==> config.mk <==
export PLATFORM = sky130hd
export DESIGN_NAME = seg_display_ctrl_flat
export DESIGN_NICKNAME = d
export VERILOG_FILES = /design/src/rtl/seg_pkg.sv /design/src/rtl/seg_display_ctrl_if.sv /design/src/rtl/seg_bin2bcd.sv /design/src/rtl/seg_display_ctrl.sv /design/src/flat_wrapper.sv
export SDC_FILE = /design/constraint.sdc
export NUM_CORES = 1
export LEC_CHECK = 0
export CORE_ASPECT_RATIO = 0.6
export CORE_UTILIZATION = 45
export DETAILED_ROUTE_END_ITERATION = 10
export PLACE_DENSITY = 0.7
export SYNTH_ARGS = -nofsm -noshare
export SYNTH_HDL_FRONTEND = slang
export SYNTH_SLANG_ARGS = --single-unit
export TNS_END_PERCENT = 100
==> constraint.sdc <==
create_clock -name clock -period 2.49 [get_ports clock]
set_input_delay 0.249 -clock clock [delete_from_list [all_inputs] [get_ports clock]]
set_output_delay 0.249 -clock clock [all_outputs]
set_load 0.01 [all_outputs]
==> src/rtl/seg_pkg.sv <==
// Shared constants for the multi-digit 7-segment controller: glyph ROM,
// register map, MODE bit positions and the converter state type.
package seg_pkg;

    localparam logic [1:0] ADDR_VALUE  = 2'd0;
    localparam logic [1:0] ADDR_MODE   = 2'd1;
    localparam logic [1:0] ADDR_MASK   = 2'd2;
    localparam logic [1:0] ADDR_STATUS = 2'd3;

    localparam int MODE_DEC   = 0;
    localparam int MODE_LZB   = 1;
    localparam int MODE_BLINK = 2;
    localparam int MODE_W     = 3;

    // Segment order {g,f,e,d,c,b,a}; listed from glyph F down to glyph 0.
    localparam logic [15:0][6:0] GLYPH_ROM = {
        7'h71, 7'h79, 7'h5E, 7'h39, 7'h7C, 7'h77, 7'h6F, 7'h7F,
        7'h07, 7'h7D, 7'h6D, 7'h66, 7'h4F, 7'h5B, 7'h06, 7'h3F
    };

    typedef enum logic [1:0] {
        BCD_IDLE  = 2'd0,
        BCD_SHIFT = 2'd1,
        BCD_DONE  = 2'd2
    } bcd_state_t;

    function automatic logic [6:0] seg_glyph(input logic [3:0] nib);
        return GLYPH_ROM[nib];
    endfunction

endpackage

==> src/rtl/seg_display_ctrl_if.sv <==
// MMIO register port of the segment display controller.
interface seg_display_ctrl_if;
    logic        cs;
    logic        wen;
    logic        ren;
    logic [1:0]  addr;
    logic [31:0] wdata;
    logic [31:0] rdata;
    logic        busy;

    modport master (output cs, wen, ren, addr, wdata, input rdata, busy);
    modport slave  (input cs, wen, ren, addr, wdata, output rdata, busy);
endinterface

==> src/rtl/seg_bin2bcd.sv <==
// Sequential double-dabble converter: 32 shift cycles then one DONE cycle.
// A start while busy restarts; the BCD result is value mod 10^DIGITS.
module seg_bin2bcd
    import seg_pkg::*;
#(
    parameter int DIGITS = 8
) (
    input  logic                clock,
    input  logic                rst,
    input  logic                i_start,
    input  logic                i_abort,
    input  logic [31:0]         i_value,
    output logic                o_busy,
    output logic                o_done,
    output logic [4*DIGITS-1:0] o_bcd
);
    localparam int BCD_W = 4 * DIGITS;

    bcd_state_t       r_state;
    bcd_state_t       w_next;
    logic [BCD_W-1:0] r_bcd;
    logic [BCD_W-1:0] w_adj;
    logic [31:0]      r_shift;
    logic [4:0]       r_cnt;

    always_ff @(posedge clock) begin
        if (rst) r_state <= BCD_IDLE;
        else     r_state <= w_next;
    end

    always_comb begin
        w_next = r_state;
        if (i_abort) begin
            w_next = BCD_IDLE;
        end else if (i_start) begin
            w_next = BCD_SHIFT;
        end else begin
            case (r_state)
                BCD_SHIFT: if (r_cnt == 5'd0) w_next = BCD_DONE;
                BCD_DONE:  w_next = BCD_IDLE;
                default:   w_next = BCD_IDLE;
            endcase
        end
    end

    always_comb begin
        o_busy = 1'b0;
        o_done = 1'b0;
        case (r_state)
            BCD_SHIFT: o_busy = 1'b1;
            BCD_DONE: begin
                o_busy = 1'b1;
                o_done = !i_start && !i_abort;
            end
            default: begin end
        endcase
    end

    always_comb begin
        w_adj = r_bcd;
        for (int i = 0; i < DIGITS; i++) begin
            if (r_bcd[4*i +: 4] >= 4'd5) w_adj[4*i +: 4] = r_bcd[4*i +: 4] + 4'd3;
        end
    end

    // Counter runs 31..0 so the shift on the terminal count is the 32nd.
    always_ff @(posedge clock) begin
        if (rst) begin
            r_bcd   <= '0;
            r_shift <= '0;
            r_cnt   <= '0;
        end else if (i_start) begin
            r_bcd   <= '0;
            r_shift <= i_value;
            r_cnt   <= 5'd31;
        end else if (r_state == BCD_SHIFT) begin
            r_bcd   <= {w_adj[BCD_W-2:0], r_shift[31]};
            r_shift <= {r_shift[30:0], 1'b0};
            r_cnt   <= r_cnt - 5'd1;
        end
    end

    assign o_bcd = r_bcd;

endmodule

==> src/rtl/seg_display_ctrl.sv <==
// Memory-mapped multi-digit 7-segment controller: hex/decimal shadow,
// leading-zero blanking, digit mask, blink and registered read-back.
module seg_display_ctrl
    import seg_pkg::*;
#(
    parameter int DIGITS      = 8,
    parameter int SPLIT       = 4,
    parameter int CLK_HZ      = 23000000,
    parameter int SCAN_HZ     = 1000,
    parameter int BLINK_TICKS = 250,
    parameter bit SEG_ACT     = 1'b1,
    parameter bit AN_ACT      = 1'b1
) (
    input  logic              clock,
    input  logic              rst,
    seg_display_ctrl_if.slave bus,
    output logic [7:0]        seg_lo,
    output logic [7:0]        seg_hi,
    output logic [DIGITS-1:0] an
);
    localparam int BCD_W = 4 * DIGITS;
    localparam int DIV   = CLK_HZ / SCAN_HZ;
    localparam int PRE_W = (DIV > 1) ? $clog2(DIV) : 1;
    localparam int IDX_W = (DIGITS > 1) ? $clog2(DIGITS) : 1;
    localparam int BLK_W = (BLINK_TICKS > 1) ? $clog2(BLINK_TICKS) : 1;

    logic [31:0]       r_value;
    logic [MODE_W-1:0] r_mode;
    logic [DIGITS-1:0] r_mask;
    logic [31:0]       r_rdata;
    logic [BCD_W-1:0]  r_shadow;
    logic              r_hex_load;
    logic [PRE_W-1:0]  r_presc;
    logic [IDX_W-1:0]  r_idx;
    logic [BLK_W-1:0]  r_blink_cnt;
    logic              r_blink_phase;
    logic [7:0]        r_seg_lo;
    logic [7:0]        r_seg_hi;
    logic [DIGITS-1:0] r_an;

    logic              w_wr;
    logic              w_rd;
    logic              w_upd;
    logic              w_next_dec;
    logic              w_start;
    logic              w_hex_upd;
    logic              w_busy;
    logic              w_done;
    logic              w_tick;
    logic              w_lit;
    logic [31:0]       w_next_value;
    logic [BCD_W-1:0]  w_bcd;
    logic [IDX_W-1:0]  w_hi_idx;
    logic [3:0]        w_nib;
    logic [7:0]        w_pat;
    logic [DIGITS-1:0] w_oh;

    assign w_wr  = bus.cs & bus.wen;
    assign w_rd  = bus.cs & bus.ren;
    assign w_upd = w_wr && (bus.addr == ADDR_VALUE || bus.addr == ADDR_MODE);

    // Post-write VALUE/dec so the converter starts on the write edge itself.
    assign w_next_value = (bus.addr == ADDR_VALUE) ? bus.wdata : r_value;
    assign w_next_dec   = (bus.addr == ADDR_MODE) ? bus.wdata[MODE_DEC] : r_mode[MODE_DEC];
    assign w_start      = w_upd && w_next_dec;
    assign w_hex_upd    = w_upd && !w_next_dec;

    always_ff @(posedge clock) begin
        if (rst) begin
            r_value <= '0;
            r_mode  <= '0;
            r_mask  <= '1;
        end else if (w_wr) begin
            case (bus.addr)
                ADDR_VALUE: r_value <= bus.wdata;
                ADDR_MODE:  r_mode  <= bus.wdata[MODE_W-1:0];
                ADDR_MASK:  r_mask  <= bus.wdata[DIGITS-1:0];
                default:    begin end
            endcase
        end
    end

    always_ff @(posedge clock) begin
        if (rst) begin
            r_rdata <= '0;
        end else if (w_rd) begin
            case (bus.addr)
                ADDR_VALUE: r_rdata <= r_value;
                ADDR_MODE:  r_rdata <= 32'(r_mode);
                ADDR_MASK:  r_rdata <= 32'(r_mask);
                default:    r_rdata <= {31'd0, w_busy};
            endcase
        end
    end

    assign bus.rdata = r_rdata;
    assign bus.busy  = w_busy;

    seg_bin2bcd #(.DIGITS(DIGITS)) u_bin2bcd (
        .clock   (clock),
        .rst     (rst),
        .i_start (w_start),
        .i_abort (w_hex_upd),
        .i_value (w_next_value),
        .o_busy  (w_busy),
        .o_done  (w_done),
        .o_bcd   (w_bcd)
    );

    always_ff @(posedge clock) begin
        if (rst) begin
            r_shadow   <= '0;
            r_hex_load <= 1'b0;
        end else begin
            r_hex_load <= w_hex_upd;
            if (w_done)          r_shadow <= w_bcd;
            else if (r_hex_load) r_shadow <= r_value[BCD_W-1:0];
        end
    end

    assign w_tick = (r_presc == PRE_W'(DIV - 1));

    always_ff @(posedge clock) begin
        if (rst) begin
            r_presc <= '0;
            r_idx   <= '0;
        end else if (w_tick) begin
            r_presc <= '0;
            r_idx   <= (r_idx == IDX_W'(DIGITS - 1)) ? '0 : r_idx + IDX_W'(1);
        end else begin
            r_presc <= r_presc + PRE_W'(1);
        end
    end

    always_ff @(posedge clock) begin
        if (rst) begin
            r_blink_cnt   <= '0;
            r_blink_phase <= 1'b0;
        end else if (!r_mode[MODE_BLINK]) begin
            r_blink_cnt   <= '0;
            r_blink_phase <= 1'b1;
        end else if (w_tick) begin
            if (r_blink_cnt == BLK_W'(BLINK_TICKS - 1)) begin
                r_blink_cnt   <= '0;
                r_blink_phase <= ~r_blink_phase;
            end else begin
                r_blink_cnt <= r_blink_cnt + BLK_W'(1);
            end
        end
    end

    // Highest nonzero nibble; stays 0 for an all-zero shadow so digit 0 remains lit.
    always_comb begin
        w_hi_idx = '0;
        for (int i = 0; i < DIGITS; i++) begin
            if (r_shadow[4*i +: 4] != 4'd0) w_hi_idx = IDX_W'(i);
        end
    end

    always_comb begin
        w_nib = r_shadow[{r_idx, 2'b00} +: 4];
        w_lit = r_mask[r_idx]
              && !(r_mode[MODE_LZB] && (r_idx > w_hi_idx))
              && !(r_mode[MODE_BLINK] && !r_blink_phase);
        w_pat = {1'b0, seg_glyph(w_nib)};
        w_oh  = w_lit ? (DIGITS'(1) << r_idx) : '0;
    end

    always_ff @(posedge clock) begin
        if (rst) begin
            r_an     <= {DIGITS{~AN_ACT}};
            r_seg_lo <= {8{~SEG_ACT}};
            r_seg_hi <= {8{~SEG_ACT}};
        end else begin
            r_an     <= w_oh ^ {DIGITS{~AN_ACT}};
            r_seg_lo <= (w_lit && int'(r_idx) < SPLIT)  ? (w_pat ^ {8{~SEG_ACT}}) : {8{~SEG_ACT}};
            r_seg_hi <= (w_lit && int'(r_idx) >= SPLIT) ? (w_pat ^ {8{~SEG_ACT}}) : {8{~SEG_ACT}};
        end
    end

    assign an     = r_an;
    assign seg_lo = r_seg_lo;
    assign seg_hi = r_seg_hi;

endmodule

==> src/flat_wrapper.sv <==
// flat-port wrapper written by rule: the top's interface ports become plain ports
module seg_display_ctrl_flat import seg_pkg::*;
#(
    parameter int DIGITS      = 8,
    parameter int SPLIT       = 4,
    parameter int CLK_HZ      = 23000000,
    parameter int SCAN_HZ     = 1000,
    parameter int BLINK_TICKS = 250,
    parameter bit SEG_ACT     = 1'b1,
    parameter bit AN_ACT      = 1'b1
)
  (clock, rst, seg_lo, seg_hi, an, bus_cs, bus_wen, bus_ren, bus_addr, bus_wdata, bus_rdata, bus_busy);
  seg_display_ctrl_if bus_i ();
  input  logic clock;
  input  logic rst;
  output logic [7:0] seg_lo;
  output logic [7:0] seg_hi;
  output logic [DIGITS-1:0] an;
  input wire logic [$bits(bus_i.cs)-1:0] bus_cs;
  input wire logic [$bits(bus_i.wen)-1:0] bus_wen;
  input wire logic [$bits(bus_i.ren)-1:0] bus_ren;
  input wire logic [$bits(bus_i.addr)-1:0] bus_addr;
  input wire logic [$bits(bus_i.wdata)-1:0] bus_wdata;
  output wire logic [$bits(bus_i.rdata)-1:0] bus_rdata;
  output wire logic [$bits(bus_i.busy)-1:0] bus_busy;
  assign bus_i.cs = bus_cs;
  assign bus_i.wen = bus_wen;
  assign bus_i.ren = bus_ren;
  assign bus_i.addr = bus_addr;
  assign bus_i.wdata = bus_wdata;
  assign bus_rdata = bus_i.rdata;
  assign bus_busy = bus_i.busy;
  seg_display_ctrl #(.DIGITS(DIGITS), .SPLIT(SPLIT), .CLK_HZ(CLK_HZ), .SCAN_HZ(SCAN_HZ), .BLINK_TICKS(BLINK_TICKS), .SEG_ACT(SEG_ACT), .AN_ACT(AN_ACT)) u_core (.clock(clock), .rst(rst), .bus(bus_i), .seg_lo(seg_lo), .seg_hi(seg_hi), .an(an));
endmodule
Word-level counts from Yosys, hierarchy flattened:

Memory sizes are Yosys's and may differ from the RTL's.
Index checks and enable logic that the tools add are counted.

* flip-flop bits (word level): 230
* bits in latches: 0
* RAM bits: 0
* memory bits (read-only): 112
* logic and storage cells: 143
* memories: 1

* add/sub/neg operators: 12
* multiply operators: 0
* div/mod/pow operators: 0
* magnitude comparators: 13
* eq/ne operators: 10
* shift-type cells: 2
* multiplexer cells: 37
* bitwise logic cells: 8
* reductions and logical operators: 40

Memory list
* (name not given): depth 16, bits a word 7, read ports 1, clocked after Yosys merged registers in 0, wr ports 0, line seg_pkg.sv:28 `return GLYPH_ROM[nib];`

Operators with widths (number)
* 2-to-1 mux 32 bit: 5
* one-hot mux 32 bit (3 select lines): 1
* greater-or-equal comparator 4 x 3 -> 1 bit (second input constant): 8
* variable part select 32 x 6 -> 4 bit: 1
* adder 4 x 2 -> 4 bit (second input constant): 7
* 2-to-1 mux 4 bit: 7
* nonzero test 4 bit: 7
* 2-to-1 mux 3 bit: 6
* OR reduction 2 bit: 8
* adder 15 x 1 -> 15 bit (second input constant): 1
* equality test 15 bit (second input constant): 1
* 2-to-1 mux 1 bit: 11
* logical AND 1 bit: 10
* 2-to-1 mux 5 bit: 2
* adder 8 x 1 -> 8 bit (second input constant): 1
* equality test 8 bit (second input constant): 1
* 2-to-1 mux 8 bit: 1
* left shift 1 x 3 -> 8 bit (first input constant): 1
* 2-to-1 mux 7 bit: 1
* logical NOT 1 bit: 6
* inverter 1 bit: 6
* AND reduction 2 bit: 3
* logical NOT 5 bit: 1
* < comparator 4 x 5 -> 1 bit (second input constant): 1
* other kinds (19): 25

Longest topological paths before layout:

Gate-level depths: netlist (run 1).

* word-level depth: 16
* depth in mapped cells: 12
* mapped depth without buffers: 11

Cells and area by module:

A second synthesis (run 1) with hierarchy kept.

* cells, all modules: 1282
* area, all modules: 11194.5 sq um

By module, submodules not included
* seg_display_ctrl: times used 1, cells an instance 810, area an instance 7233.2 sq um, sequential area each 3143.0 sq um
* seg_bin2bcd: times used 1, cells an instance 472, area an instance 3961.3 sq um, sequential area each 1421.4 sq um

Least setup slack after synthesis (run 1):

Ideal clock, no wire load.

* path kind: reg2reg
* start: register u_core.r_idx[0]
* end: register u_core.r_seg_lo[0], in the netlist u_core.seg_lo[0]
* arrival: 2418 ps
* data required time: 2424 ps
* path slack: 7 ps
* cell stages (with the launch flop): 9
* path buffers: 2
* clock period less this slack: 2483 ps
* cell sequence: dfxtp_1 > buf_6 > buf_4 > mux4_2 > mux2i_1 > inv_1 > ha_1 > o311ai_0 > nor2b_1

* word-level cells in the longest chain between the ends: 8
* elaborated cells between the ends (all ways): 14
* those cells by class: order compare: 2; shift: 1; mux: 3; bitwise: 1; reduce/logical: 6; memory: 1

RTL lines
* start, declared: line seg_display_ctrl.sv:34 `logic [IDX_W-1:0] r_idx;`
* start signal, assigned: line seg_display_ctrl.sv:129 `r_idx <= (r_idx == IDX_W'(DIGITS - 1)) ? '0 : r_idx + IDX_W'(1);`
* branches (longest 8 deep; another with memory read (16 x 7 bit))
* end signal, assigned: line seg_display_ctrl.sv:172 `r_seg_lo <= {8{~SEG_ACT}};`
* end signal, assigned: line seg_display_ctrl.sv:176 `r_seg_lo <= (w_lit && int'(r_idx) < SPLIT) ? (w_pat ^ {8{~SEG_ACT}}) : {8{~SEG_ACT}};`
* end, declared: line seg_display_ctrl.sv:37 `logic [7:0] r_seg_lo;`

Parallel ways; which one is timed is not known. The select of a mux whose other input is x is not followed.
A chain may end at the register's enable or synchronous reset.

Final worst setup path (run 1):

* start: register u_core.r_shadow[20]
* end: register u_core.r_seg_hi[3], in the netlist u_core.seg_hi[3]

* word-level cells in the longest chain between the ends: 12
* elaborated cells between the ends (all ways): 15
* those cells by class: order compare: 1; shift: 1; mux: 4; bitwise: 1; reduce/logical: 7; memory: 1

RTL lines
* start, declared: line seg_display_ctrl.sv:31 `logic [BCD_W-1:0] r_shadow;`
* start signal, assigned: line seg_display_ctrl.sv:116 `if (w_done) r_shadow <= w_bcd;`
* start signal, assigned: line seg_display_ctrl.sv:117 `else if (r_hex_load) r_shadow <= r_value[BCD_W-1:0];`
* nonzero test 4 bit: line seg_display_ctrl.sv:156 `if (r_shadow[4*i +: 4] != 4'd0) w_hi_idx = IDX_W'(i);`
* 2-to-1 mux 3 bit (3 in series): line seg_display_ctrl.sv:156
* > comparator 3 bit: line seg_display_ctrl.sv:163 `&& !(r_mode[MODE_LZB] && (r_idx > w_hi_idx))`
* logical AND 1 bit: line seg_display_ctrl.sv:163
* logical NOT 1 bit: line seg_display_ctrl.sv:163
* logical AND 1 bit: line seg_display_ctrl.sv:163
* logical AND 1 bit: line seg_display_ctrl.sv:164 `&& !(r_mode[MODE_BLINK] && !r_blink_phase);`
* logical AND 1 bit: line seg_display_ctrl.sv:177 `r_seg_hi <= (w_lit && int'(r_idx) >= SPLIT) ? (w_pat ^ {8{~SEG_ACT}}) : {8{~SEG_ACT}};`
* inverter 1 bit (no line)
* OR reduction 2 bit (no line)
* end signal, assigned: line seg_display_ctrl.sv:173 `r_seg_hi <= {8{~SEG_ACT}};`
* end signal, assigned: line seg_display_ctrl.sv:177
* end, declared: line seg_display_ctrl.sv:38 `logic [7:0] r_seg_hi;`

Parallel ways exist; a longest one is shown, timed or not. The select of a mux whose other input is x is not followed.

==> results of run 1 <==
[critical path: cells and delay by family (launching register included)]
kind,cells,cell delay [ns]
simple gates,5,1.06
buf+inv,2,0.30
fa+ha+maj,1,0.30
flops,1,0.32
compound gates,4,0.63
[kinds of logic (layout without fill, tap and decap cells)]
family	count (synthesis)	in the layout	share of synthesized area
flip-flops	228	228	0.431
other	1	2	0.000354
AND/OR/NAND/NOR	364	364	0.167
AO/OA/AOI/OAI	270	270	0.176
multiplexers	100	100	0.108
adder cells (fa/ha/maj)	38	38	0.0449
XOR/XNOR	35	35	0.0289
buffers and inverters	116	227	0.0446
[flip-flops by register name, indices dropped and copies added, names as in the netlist, 15 cells and up]
register	flops
u_core.bus.rdata	32
u_core.r_presc	15
u_core.r_shadow	32
u_core.r_value	32
u_core.u_bin2bcd.o_bcd	32
u_core.u_bin2bcd.r_shift	32
[how the worst max path moves through the flow]
stage | startpoint | endpoint | slack (ns) | cells past startpoint
final | u_core.r_shadow[20]$_SDFFE_PP0P_ | u_core.seg_hi[3]$_SDFF_PP0_ | -0.17 | 12
after global placement | u_core.r_shadow[20]$_SDFFE_PP0P_ | u_core.seg_hi[2]$_SDFF_PP0_ | -0.12 | 11
after CTS | u_core.r_shadow[20]$_SDFFE_PP0P_ | u_core.an[6]$_SDFF_PP0_ | -0.12 | 12
after global routing | u_core.r_shadow[20]$_SDFFE_PP0P_ | u_core.seg_hi[3]$_SDFF_PP0_ | -0.30 | 12
after detailed placement | u_core.r_shadow[20]$_SDFFE_PP0P_ | u_core.seg_lo[6]$_SDFF_PP0_ | -0.13 | 11
after floorplan | u_core.r_idx[0]$_SDFFE_PP0P_ | u_core.seg_lo[0]$_SDFF_PP0_ | 0.007 | 8
[cells in the mapped netlist (29+ instances only)]
cell and instances:
nor2b_1 45, nand2_1 60, o21ai_0 31, inv_1 35, nor2_1 144, a21oi_1 43
nand3_1 30, clkbuf_1 62, xnor2_1 29, mux2i_1 82, ha_1 38, a22oi_1 29
dfxtp_1 228, a211oi_1 134
[per-layer routing]
metal  vias to the layer above  part of all wire  routed length, um
met5                         -                 0                  0
met4                         0             0.013                342
met3                        27             0.061               1640
met2                       252              0.39              10500
met1                      4095              0.53              14200
li1                       4301                 -                  -
[what timing repair did]
item,CTS,global route
pin swaps,0,1
gates resized for setup,11,18
buffers inserted,0,2
cloned,0,1
setup endpoints to repair,22,22
[stage by stage]
stage	cell area [um^2]	setup TNS, ns	hold slack (ns)
after floorplan	10600	0	0.370
after global placement	12100	-1.22	0.426
after detailed placement	12100	-1.73	0.442
after CTS	13000	-1.31	0.112
after global routing	13100	-4.67	0.139
final	13100	-2.30	0.132
[cell type report]
| class | count | area, um^2 |
|---|---|---|
| fill | 2011 | 10000 |
| multi-input combinational | 809 | 5680 |
| sequential | 228 | 4570 |
| timing repair buffer | 152 | 1480 |
| clock buffer | 32 | 659 |
| tap | 315 | 394 |
| clock inverter | 8 | 144 |
| inverter | 35 | 131 |
[power groups by stage]
stage               combinational, mW  sequential [mW]  clock, mW
floorplan                       0.334             3.87          0
global placement                0.549             3.89          0
detailed placement              0.558             3.90          0
CTS                             0.570             3.82       3.76
global route                    0.638             3.82       3.91
finish                          0.586             3.82       3.70
==> impl_metrics.ini, run 1 <==
[power]
pwr-share-seq = 0.471
switching_share = 0.226
pwr-share-comb = 0.072
vdd_drop_max_mv = 0.415
leakage_nw = 4.78
internal_power_mw = 6.27
power_density_mw_per_mm2 = 621
total_power_mw = 8.11
clkPwrFrac = 0.457
p_sw_mw = 1.84

[run]
maxCapViolCount = 0

[worst_setup_path]
cpPeakStageDelay_ns = 0.53
cp_data_arrival_time_ns = 3.11
ff2ff_path_depth = 12
slowest_stage = or4_4
worstSetupStartpointType = flop
cp_common_cell = a21oi_2
end_kind = flop
cp_cell_sequence = or4_4 > nand2b_4 > a21oi_2 > nor2_1 > ha_1 > nor2b_4 > o21a_1 > o211ai_1 > nand4_1 > buf_4 > buf_6 > a21oi_2
path_class = flop to flop
r2r-end = u_core.seg_hi[3]$_SDFF_PP0_
r2r_start = u_core.r_shadow[20]$_SDFFE_PP0P_
crit_required_ns = 2.94
r2r_slack_ns = -0.17
cp_max_fo = 4

[clock_tree]
root_buffer = clkbuf_16
clkLatencyLatePin_ns = 0.51
cts_buffer_depth = 3
numCtsBuffers = 22
cts_tree = built
htree_num_levels = 1
cts_num_sinks = 228
cts_hold_buffers = 0
clk_pin_slew_ns = 0.07

[logic_synthesis]
syn-cell-area_mm2 = 0.0106
synthFlopType = dfxtp_1
synth-edff-count = 0
ys_seq_area_frac = 0.431
synth_area_per_cell_um2 = 9.20
synthTopCellsByArea = dfxtp_1 (43%), a211oi_1 (9.5%), mux2i_1 (7.7%)
synth-seq-cells = 228
synth_top_area_share = 0.431
synth_cell_type_count = 59
syn_inst = 1152
synth_largest_area_cell = dfxtp_1
synth-async-reset-ratio = 0
ys_warn_count = 0

[global_routing]
met2_usage = 0.307
antenna_found_initial = 0
grt_pass1_vias = 8044
grt_max_degree = 95
top_usage_layer = met1
grt_usage = 0.222
gr-usage-met1 = 0.357
grt_first_pass_wirelength_mm = 42.9
grt_overflow = 0
grtUsageMet3 = 0.0332

[route]
vias = 8675
drc_errors = 0
avgViaCountPerCell = 5.49
first_pass_iters = 5
ant_nets = 0
drt_first_iter_violations = 597
wirelength_mm = 26.7
wl_per_cell_um = 16.9

[min_path]
hold_path_depth = 2
hold_start = rst
hp-class = input port to flop
whs_endpoint = u_core.r_presc[2]$_SDFF_PP0_

[sta]
maxSlewViolCount = 0
fmaxAchievable_ghz = 0.375
hold_viol_final = 0
setup_violations = 22
skew_ns = 0.0218
rsz0062_at_grt = yes
worstMarginPinSlew_ns = 0.743
fin_crit_ns = 2.66
slew_headroom = 0.503
min_period_over_period = 1.07
fin_ws_ns = -0.174

[place]
placed_cells = 1536
io_buffers = 93
dpl.hpwl_mm = 18.7
gp_congestion = 0.845
place_ws_ns = -0.134

[final_layout]
drive_above_1_share = 0.116
final_cell_mix = dfxtp_1 (226), nor2_1 (138), a211oi_1 (128)
final_cells = 1579
final_common_cell = dfxtp_1
post-route-util = 0.566
final_nets = 1325
area_delta_synth_final_pct = 23.3
num_antenna_cells = 0

[floorplanning]
start_util = 0.459
die_y_um = 121
chipWidth_um = 200
row_count = 43
ios = 96
die_area_mm2 = 0.0242
core_area_mm2 = 0.0231

[run_status]
status = finished with violations
violations = negative setup slack
(Power assumes the default switching activity.)
==> run 2, diff against run 1 <==
PLACE_DENSITY = 0.67   (was 0.7)
TNS_END_PERCENT = unset   (was 100)
==> run 2 against run 1 <==
- flip-flop and latch count stayed put
- clock power is 14% lower
- largest power group unchanged
- first-iteration DRC count is 8.5% lower
- non-clock buffer count is 4 higher
- fmax is 0.15% higher
- the flow still finishes with violations (negative setup slack)
- utilization is 0.36 points lower
- sequential share of layout area is 0.24 points higher
- total power is 6.1% lower
- clock-buffer cell count is 2 higher
- final area is 0.64% lower
==> impl_metrics.ini, run 2 (synthesis gave the netlist of run 1 again) <==
[worst_setup_path]
ff2ff_path_depth = 11
end_kind = flop
cp_data_arrival_time_ns = 3.07
cpPeakStageDelay_ns = 0.54
path_class = flop to flop
path_buf_inv = 1
cp_max_fo = 8
worstSetupStartpointType = flop
cp_top_family = simple AND/OR/NAND/NOR gates
cp.depth = 11
cp_cell_sequence = or4_4 > nand2b_4 > a21oi_2 > nor2_1 > ha_1 > nor2b_4 > o21a_1 > o211ai_1 > nand4_1 > buf_6 > a221oi_2
slowest_stage = or4_4
crit_required_ns = 2.90

[route]
vias = 8635
first_pass_iters = 5
ant_nets = 0
wl_per_cell_um = 16.9
drt_first_iter_violations = 546
wirelength_mm = 26.7
avgViaCountPerCell = 5.47
drc_errors = 0

[sta]
maxSlewViolCount = 0
worstMarginPinSlew_ns = 0.702
fmaxAchievable_ghz = 0.376
hold_viol_final = 0
rsz0062_at_grt = yes
skew_ns = 0.00710
min_period_over_period = 1.07
setup_violations = 22
fin_crit_ns = 2.66
fin_ws_ns = -0.169
whs_ns = 0.186
slew_headroom = 0.532

[min_path]
hold_path_depth = 2
hp-class = input port to flop

[final_layout]
fillers = 2034
final_nets = 1329
final_common_cell = dfxtp_1
final_cell_mix = dfxtp_1 (225), nor2_1 (134), a211oi_1 (128)
num_antenna_cells = 0
area_delta_synth_final_pct = 22.5
final_cell_area_mm2 = 0.0130
drive_above_1_share = 0.116

[floorplanning]
die_y_um = 121
row_count = 43
start_util = 0.459
ios = 96
chipWidth_um = 200
core_area_mm2 = 0.0231
die_area_mm2 = 0.0242

[global_routing]
grt_usage = 0.222
grt_overflow = 0
grt_pass1_vias = 7935
antenna_found_initial = 0
grt_first_pass_wirelength_mm = 43.1
grt_max_degree = 80

[clock_tree]
clk_pin_slew_ns = 0.06
cts_tree = built
cts_num_sinks = 228
clkLatencyLatePin_ns = 0.50
numCtsBuffers = 22
root_buffer = clkbuf_16
cts_buffer_depth = 3
htree_num_levels = 1

[place]
dpl.hpwl_mm = 18.6
dpl-instance-area_mm2 = 0.0121
io_buffers = 93
gp_congestion = 0.833

[run]
maxCapViolCount = 0

[power]
vdd_drop_max_mv = 0.384
power_density_mw_per_mm2 = 587
leakage_nw = 4.72

[run_status]
status = finished with violations
violations = negative setup slack
## run 2: layout make-up
cell class	count	area [um^2]	share of cell area
repair buffers	156	1520	0.117
clock buffers	34	627	0.0483
flip-flops and latches	228	4570	0.352
inverters	35	131	0.0101
multi-input cells	809	5700	0.440
clock inverters	2	35.0	0.00270
well taps	315	394	0.0304
## run 2: worst reg2reg max path, cell delays in order, from the launching register on
cell	delay, ns
dfxtp_2	0.32
or4_4	0.54
nand2b_4	0.16
a21oi_2	0.10
nor2_1	0.05
ha_1	0.28
nor2b_4	0.13
o21a_1	0.16
o211ai_1	0.28
nand4_1	0.17
buf_6	0.20
a221oi_2	0.18
## run 2: repair_timing
action / in CTS / in global routing
setup buffers: 3 / 1
pin swaps: 6 / 5
hold endpoints to repair: 0 / 0
resized for setup: 23 / 12
hold buffers: 0 / 0
endpoints found under the setup margin: 22 / 22
## run 2: stage by stage
step | total power, mW | setup TNS (ns) | worst slack, ns | cells | utilization
floorplan | 4.20 | 0 | 0.00686 | 1153 | -
global placement | 4.45 | -1.50 | -0.144 | 1539 | 0.526
detailed placement | 4.46 | -3.11 | -0.243 | 1539 | 0.526
CTS | 7.67 | -2.25 | -0.146 | 1578 | 0.560
global route | 7.91 | -4.70 | -0.310 | 1579 | 0.562
finish | 7.61 | -2.38 | -0.169 | 1579 | 0.562
## run 2: worst paths after layout
| check | from | to | slack [ns] |
|---|---|---|---|
| setup reg to reg | u_core.r_shadow[20]$_SDFFE_PP0P_ | u_core.seg_hi[2]$_SDFF_PP0_ | -0.17 |
| hold / removal | rst | u_core.r_presc[2]$_SDFF_PP0_ | 0.19 |
| hold reg to reg | u_core.r_presc[0]$_SDFF_PP0_ | u_core.r_presc[0]$_SDFF_PP0_ | 0.44 |
| setup / recovery | u_core.r_shadow[20]$_SDFFE_PP0P_ | u_core.seg_hi[2]$_SDFF_PP0_ | -0.17 |
## run 2: power breakdown
part	switching [mW]	total (mW)	internal (mW)	leakage, nW
combinational	0.310	0.597	0.287	2.55
sequential	0.0841	3.82	3.73	1.85
clock	1.37	3.20	1.82	0.320
total	1.76	7.61	5.84	4.72
## run 2: metal layers
layer	global-route usage	part of all wire	wire length (um)
met1	0.362	0.54	14400
met2	0.303	0.38	10300
met3	0.0357	0.065	1730
met4	0.0344	0.012	309
met5	0	0	0
